===== config.mk =====
export PLATFORM = sky130hd
export DESIGN_NAME = seg_scan_ctrl
export DESIGN_NICKNAME = d
export VERILOG_FILES = /design/src/rtl/seg_scan_ctrl.sv
export SDC_FILE = /design/constraint.sdc
export NUM_CORES = 1
export LEC_CHECK = 0
export ABC_CLOCK_PERIOD_IN_PS = 2900
export BUFFER_PORTS_ARGS = -buffer_cell sky130_fd_sc_hd__buf_2
export CORE_UTILIZATION = 43
export DETAILED_ROUTE_END_ITERATION = 16
export PLACE_DENSITY_LB_ADDON = 0.15
export SKIP_LAST_GASP = 1
export SLEW_MARGIN = 5
export SYNTH_ARGS = -nofsm -noshare
export SYNTH_HDL_FRONTEND = slang
export SYNTH_SLANG_ARGS = --single-unit

===== constraint.sdc =====
create_clock -name clk -period 2.9 [get_ports clk]
set_input_delay 0.435 -clock clk [delete_from_list [all_inputs] [get_ports clk]]
set_output_delay 0.435 -clock clk [all_outputs]
set_load 0.05 [all_outputs]

===== src/rtl/seg_scan_ctrl.sv =====
// Scans a 16-bit value onto a 4-digit common-anode 7-segment display with a blanking gap
// between digits, feeding one shared hex decoder through the registered number output.
module seg_scan_ctrl #(
    parameter int SHOW_CYC  = 100000,
    parameter int BLANK_CYC = 64
) (
    input  logic        clk,
    input  logic        rst,
    input  logic [15:0] value,
    input  logic [3:0]  digit_en,
    input  logic        lz_blank,
    input  logic [3:0]  dp_in,
    output logic [3:0]  number,
    output logic [3:0]  an,
    output logic        dp,
    output logic [1:0]  digit_idx,
    output logic        frame_tick
);
    localparam int MAX_CYC = (SHOW_CYC > BLANK_CYC) ? SHOW_CYC : BLANK_CYC;
    localparam int CW      = $clog2(MAX_CYC);
    localparam logic [CW-1:0] SHOW_LAST  = CW'(SHOW_CYC - 1);
    localparam logic [CW-1:0] BLANK_LAST = CW'(BLANK_CYC - 1);

    typedef enum logic {BLANK, SHOW} state_t;

    state_t         state_reg, state_next;
    logic [CW-1:0]  cnt_reg, cnt_next;
    logic [1:0]     idx_next;
    logic           first_reg;
    logic           capture;

    logic [15:0]    sh_value_reg, sh_value_next;
    logic [3:0]     sh_en_reg, sh_en_next;
    logic           sh_lz_reg, sh_lz_next;
    logic [3:0]     sh_dp_reg, sh_dp_next;

    logic [3:0]     nib_zero, lz, vis;
    logic [3:0]     an_next, number_next;
    logic           dp_next, frame_tick_next;

    // Slot sequencing: the wrap out of digit 3 is the only way BLANK is entered with index 0.
    always_comb begin
        state_next      = state_reg;
        cnt_next        = cnt_reg + 1'b1;
        idx_next        = digit_idx;
        frame_tick_next = 1'b0;
        case (state_reg)
            BLANK: begin
                if (cnt_reg == BLANK_LAST) begin
                    state_next = SHOW;
                    cnt_next   = '0;
                end
            end
            SHOW: begin
                if (cnt_reg == SHOW_LAST) begin
                    state_next      = BLANK;
                    cnt_next        = '0;
                    idx_next        = digit_idx + 2'd1;
                    frame_tick_next = (digit_idx == 2'd3);
                end
            end
            default: begin
                state_next = BLANK;
                cnt_next   = '0;
            end
        endcase
    end

    // Inputs are latched only at frame boundaries so a frame never tears.
    always_comb begin
        capture       = first_reg | frame_tick_next;
        sh_value_next = capture ? value    : sh_value_reg;
        sh_en_next    = capture ? digit_en : sh_en_reg;
        sh_lz_next    = capture ? lz_blank : sh_lz_reg;
        sh_dp_next    = capture ? dp_in    : sh_dp_reg;
    end

    genvar gi;
    generate
        for (gi = 0; gi < 4; gi++) begin : g_digit
            assign nib_zero[gi] = (sh_value_next[4*gi +: 4] == 4'h0);
            if (gi == 0) begin : g_lsd
                assign lz[gi] = 1'b0;
            end else begin : g_upper
                assign lz[gi] = sh_lz_next & (&nib_zero[3:gi]);
            end
            assign vis[gi] = sh_en_next[gi] & ~lz[gi];
        end
    endgenerate

    // Outputs are computed from next-state values so every port comes straight off a flop.
    always_comb begin
        number_next = sh_value_next[{idx_next, 2'b00} +: 4];
        an_next     = 4'hF;
        dp_next     = 1'b1;
        if (state_next == SHOW && vis[idx_next]) begin
            an_next[idx_next] = 1'b0;
            dp_next           = ~sh_dp_next[idx_next];
        end
    end

    always_ff @(posedge clk or posedge rst) begin
        if (rst) begin
            state_reg    <= BLANK;
            cnt_reg      <= '0;
            first_reg    <= 1'b1;
            digit_idx    <= 2'd0;
            sh_value_reg <= '0;
            sh_en_reg    <= '0;
            sh_lz_reg    <= 1'b0;
            sh_dp_reg    <= '0;
            number       <= 4'h0;
            an           <= 4'hF;
            dp           <= 1'b1;
            frame_tick   <= 1'b0;
        end else begin
            state_reg    <= state_next;
            cnt_reg      <= cnt_next;
            first_reg    <= 1'b0;
            digit_idx    <= idx_next;
            sh_value_reg <= sh_value_next;
            sh_en_reg    <= sh_en_next;
            sh_lz_reg    <= sh_lz_next;
            sh_dp_reg    <= sh_dp_next;
            number       <= number_next;
            an           <= an_next;
            dp           <= dp_next;
            frame_tick   <= frame_tick_next;
        end
    end
endmodule


Word-level counts from Yosys, hierarchy flattened
Cells that the tools add are included.
{"block": "word_totals", "register_bits": 56, "in_bits": 27}
{"block": "op_classes", "n_mux": 22, "n_bitwise": 13, "n_addsub": 2, "shift": 1, "reduce_logical": 7, "n_eq_ne": 3, "n_lt_le_gt_ge": 2}
{"operator": "two-way mux 17 bit", "n": 2}
{"operator": "one-hot mux 17 bit (2 select lines)", "n": 1}
{"operator": "adder 17 x 1 -> 17 bit, second input constant", "n": 1}
{"operator": "equality test 17 bit, second input constant", "n": 1}
{"operator": "equality test 17 x 6 -> 1 bit, second input constant", "n": 1}
{"operator": "two-way mux 16 bit", "n": 1}
{"operator": "indexed part select 16 x 5 -> 4 bit", "n": 1}
{"operator": "logical NOT 4 bit", "n": 3}
{"operator": "two-way mux 4 bit", "n": 3}
{"operator": "two-way mux 1 bit", "n": 9}
{"operator": "bitwise AND 1 bit", "n": 6}
{"operator": "NOT 1 bit", "n": 5}
{"operator": "binary-select mux 1 bit (select 2 bit)", "n": 2}
{"operator": "two-way mux 2 bit", "n": 2}
{"operator": "NOT 4 bit", "n": 1}
{"operator": "< comparator 2 x 3 -> 1 bit, second input constant", "n": 1}
{"operator": "AND reduction 3 bit", "n": 1}
{"operator": "adder 2 x 1 -> 2 bit, second input constant", "n": 1}
{"operator": "demux 1 bit (select 2 bit)", "n": 1}
{"operator": "equality test 2 bit, second input constant", "n": 1}
{"operator": "greater-or-equal comparator 2 x 1 -> 1 bit, second input constant", "n": 1}
{"operator": "logical AND 1 bit", "n": 2}
{"operator": "one-hot mux 1 bit (2 select lines)", "n": 1}
{"operator": "AND reduction 2 bit", "n": 1}
{"operator": "bitwise OR 1 bit", "n": 1}

Logic depth before layout (Yosys ltp)
{"block": "logic_depth", "ltp_word": 14, "ltp_mapped": 10, "ltp_nobuf": 9}

Least setup slack after synthesis
OpenSTA, ideal clock, no wires.
{"block": "synth_timing", "path_type": "register to register", "startpoint": "reg cnt_reg[0]", "endpoint": "reg number[0]", "slack_ps": 527, "stages_incl_launch_ff": 10, "t_arrival_ps": 2235, "required_time_ps": 2763, "path_cell_list": "dfrtp_1 > ha_1 > and4_1 > clkbuf_2 > and4_4 > a31oi_4 > buf_2 > mux2_2 > mux2i_1 > mux2i_1"}
{"block": "synth_via", "elab_chain_cells": 6}
{"item": "start, declared", "line_no": "27", "text": "logic [CW-1:0] cnt_reg, cnt_next;"}
{"item": "start signal, assigned", "line_no": "118", "text": "cnt_reg <= cnt_next;"}
{"item": "equality test 17 bit", "line_no": "55", "text": "if (cnt_reg == SHOW_LAST) begin"}
{"item": "two-way mux 1 bit", "line_no": "55"}
{"item": "two-way mux 1 bit", "line_no": "47", "text": "case (state_reg)"}
{"item": "bitwise OR 1 bit", "line_no": "71", "text": "capture = first_reg | frame_tick_next;"}
{"item": "two-way mux 16 bit", "line_no": "72", "text": "sh_value_next = capture ? value : sh_value_reg;"}
{"item": "net sh_value_next[0]", "line_no": "32", "text": "logic [15:0] sh_value_reg, sh_value_next;"}
{"item": "indexed part select 16 x 5 -> 4 bit", "line_no": "93", "text": "number_next = sh_value_next[{idx_next, 2'b00} +: 4];"}
{"item": "net number_next[0]", "line_no": "38", "text": "logic [3:0] an_next, number_next;"}
{"item": "end signal, assigned", "line_no": "125", "text": "number <= number_next;"}
{"item": "end, declared", "line_no": "13", "text": "output logic [3:0] number,"}
The timed path passes the listed nets, and every way through them passes these cells.

Worst setup path in the final report
{"block": "layout_timing", "startpoint": "reg cnt_reg[0]", "endpoint": "reg dp"}
{"item": "equality test 17 bit", "line_no": "55"}
{"item": "two-way mux 1 bit", "line_no": "55"}
{"item": "two-way mux 1 bit", "line_no": "47"}
{"item": "bitwise OR 1 bit", "line_no": "71"}
{"item": "two-way mux 4 bit", "line_no": "75", "text": "sh_dp_next = capture ? dp_in : sh_dp_reg;"}
{"item": "net sh_dp_next[3]", "line_no": "35", "text": "logic [3:0] sh_dp_reg, sh_dp_next;"}
{"item": "binary-select mux 1 bit (select 2 bit)", "line_no": "98", "text": "dp_next = ~sh_dp_next[idx_next];"}
{"item": "two-way mux 1 bit (implied by the code)", "line_no": "98"}
{"item": "NOT 1 bit", "line_no": "98"}
{"item": "two-way mux 1 bit", "line_no": "96", "text": "if (state_next == SHOW && vis[idx_next]) begin"}
{"item": "net dp_next", "line_no": "39", "text": "logic dp_next, frame_tick_next;"}
{"item": "end signal, assigned", "line_no": "127", "text": "dp <= dp_next;"}
{"item": "end, declared", "line_no": "15", "text": "output logic dp,"}
The timed path passes the listed nets, and every way through them passes these cells. The select of a mux whose other input is x is not followed.

==> results.cfg <==
[setup_path]
end_kind = flop
path_class = flop to flop
path_cells = ha_1, and4_1, and4_4, a31oi_4, mux2_2, mux2_2, a311oi_2
r2r_cells = 7
path_buf_inv = 0
critical_path.most_common_cell = mux2_2
ff2ff_setup_slack_ps = 420
worst_setup_path_start_kind = flop
required_ps = 3130
crit_slowest_cell = dfrtp_1
reg2reg_from = cnt_reg[0]
cp.arrival_ps = 2710
cp_max_fo = 8
r2r-end = dp
crit_family = multiplexers
cp_slowest_stage_delay_ps = 420

[pwr]
vdd_ir_drop_max_mv = 0.383
p_per_area_nw_per_um2 = 500
power.leakage_nw = 1.43

[global_routing]
grt_pass1_vias = 1730
grt_usage = 0.173
grt_max_degree = 57
grt_overflow = 0
grt_pass1_wl_mm = 8.38
antenna_found_initial = 0

[job]
cap_violations = 0

[die]
row_count = 28
die_x_um = 79.9
start_util = 0.444
fp.dieH_um = 79.9
core_area_sq_um = 5890
die_area_sq_um = 6390
pin_count = 39

[logic_synthesis]
synth_cells = 219
yosysUniqueCellTypes = 37
yosysWarnings = 0
synth-seq-cells = 56
synth_area_sq_um = 2610
synthesis.nets = 248
synth.yosys.seq_area_share = 0.540
syn_area_per_cell_sq_um = 11.9

[clocking]
postCtsSetupBuffers = 0
numClockSinks = 56
clockRootBuffer = clkbuf_8
clk_latency_ps = 310
cts.htree.levels = 2
cts_tree = yes
cts_inserted_buffers = 5
cts_hold_buf = 0
cts_resized = 0
clk_path_buf_depth = 2
clk_pin_slew_ps = 100

[sta]
clock.fmax_mhz = 403
maxSlewHeadroom = 0.480
layout_min_cycle_time_ps = 2480
holdWs_ps = 290
finalSetupViolations = 0
fin_setup_tns_ps = 0
clock_skew_ps = 6.57
fin_crit_sh = 0.855
hold_violations = 0
worst_pin_slew_ps = 779
finalMaxSlewViolations = 0
rsz0062_at_grt = false

[place]
dp_hpwl_mm = 3.43
io_buffers = 38
dp.cells = 330
gp_congestion = 0.756

[finish]
antenna_cells = 0
largest_reg_flops = 17
syn2layout_area_growth_pct = 15.8
final_cells = 338
nets = 291
drive_above_1_share = 0.350

[drt]
wire_per_inst_um = 14.3
viasPerCell = 5.14
ant_nets = 0
first_pass_iters = 4
wl_mm = 4.84
drc = 0
num_vias = 1736
drt_iter0_markers = 103

[min_path]
hp-class = input port to async pin

[status]
status = complete, no violations
==> logic make-up after synthesis <==
family	Yosys count	synth area share
and+or+nand+nor	79	0.163
DFF	56	0.540
muxes	42	0.174
xor gates and xnor gates	15	0.0532
buffers and inverters	13	0.0211
AOI/OAI and AO/OA	11	0.0374
adders and majority gates	2	0.00958
other	1	0.00144
==> Yosys cell counts <==
cell type | n | share of area
dfrtp_1 | 50 | 0.48
mux2_2 | 28 | 0.12
nor2_1 | 24 | 0.035
nand2_1 | 16 | 0.023
mux2i_1 | 14 | 0.054
nand4_1 | 11 | 0.026
nand3_1 | 9 | 0.017
xor2_1 | 8 | 0.027
inv_1 | 7 | 0.010
dfstp_2 | 6 | 0.060
xnor2_1 | 6 | 0.020
buf_2 | 4 | 0.0077
o21ai_0 | 4 | 0.0077
and3_1 | 3 | 0.0072
nor4_1 | 3 | 0.0072
a21oi_1 | 2 | 0.0038
ha_1 | 2 | 0.0096
or3_1 | 2 | 0.0048
or4_1 | 2 | 0.0057
a2111oi_2 | 1 | 0.0057
a211o_1 | 1 | 0.0034
a311oi_2 | 1 | 0.0057
a31oi_4 | 1 | 0.0081
and2_1 | 1 | 0.0024
and4_1 | 1 | 0.0034
and4_4 | 1 | 0.0043
and4b_1 | 1 | 0.0038
and4bb_1 | 1 | 0.0048
clkbuf_1 | 1 | 0.0014
clkbuf_2 | 1 | 0.0019
conb_1 | 1 | 0.0014
nand3b_1 | 1 | 0.0029
nor3_2 | 1 | 0.0038
nor4_4 | 1 | 0.0081
nor4bb_1 | 1 | 0.0038
o21bai_1 | 1 | 0.0029
xnor2_2 | 1 | 0.0062
==> worst max path at each step <==
stage                           from         to  slack [ps]  cells past startpoint
after floorplan           cnt_reg[0]  number[0]         530                      9
after global placement    cnt_reg[0]  number[1]         450                      8
after detailed placement  cnt_reg[0]         dp         410                      7
after CTS                 cnt_reg[0]         dp         390                      7
after global routing      cnt_reg[0]         dp         250                      7
final                     cnt_reg[0]         dp         420                      7
==> cells in the final DEF, fill, tap and decap left out, types with 2 or more instances in the layout <==
cell,synthesis,layout
or3_1,2,2
o21ai_0,4,4
dfstp_2,6,6
nand2_1,16,16
mux2_2,28,28
or4_1,2,2
inv_1,7,6
a21oi_1,2,2
buf_4,0,3
nor2_1,24,24
nor4_1,3,3
nand3_1,9,9
xor2_1,8,8
dfrtp_1,50,50
clkbuf_8,0,5
nand4_1,11,11
ha_1,2,2
buf_2,4,38
and3_1,3,3
mux2i_1,14,14
xnor2_1,6,6
==> tightest hold or removal path: stages <==
cell   delay, ps
buf_2        100
inv_2         30
buf_4        530
==> routing by layer <==
metal / up-vias / part of all wire / global-route usage
met2: 35 / 0.46 / 0.266
li1: 855 / - / -
met3: 6 / 0.037 / 0.0411
met5: - / 0 / 0
met1: 840 / 0.49 / 0.241
met4: 0 / 0.013 / 0.0536
==> report_power, final <==
part	switching (mW)	total [mW]	internal, mW
Combinational	0.0841	0.152	0.0680
Sequential	0.0159	0.838	0.822
Clock	0.261	0.522	0.260
==> stage by stage <==
step / total power, mW / utilization / setup WS [ps] / area, sq um
floorplan: 0.955 / - / 527 / 2610
global placement: 1.01 / 0.494 / 452 / 2910
detailed placement: 1.01 / 0.494 / 411 / 2910
CTS: 1.54 / 0.514 / 390 / 3020
global route: 1.59 / 0.514 / 248 / 3020
finish: 1.51 / 0.514 / 421 / 3020
==> final cells by class <==
cell class | count | area, sq um
fillers | 553 | 2860
inverters | 7 | 26.3
well taps | 75 | 93.8
multi-input cells | 150 | 1150
clock inverters | 3 | 46.3
clock buffers | 5 | 68.8
flip-flops and latches | 56 | 1410
repair buffers | 42 | 233
Note: power is estimated with default switching activity, not from simulation.
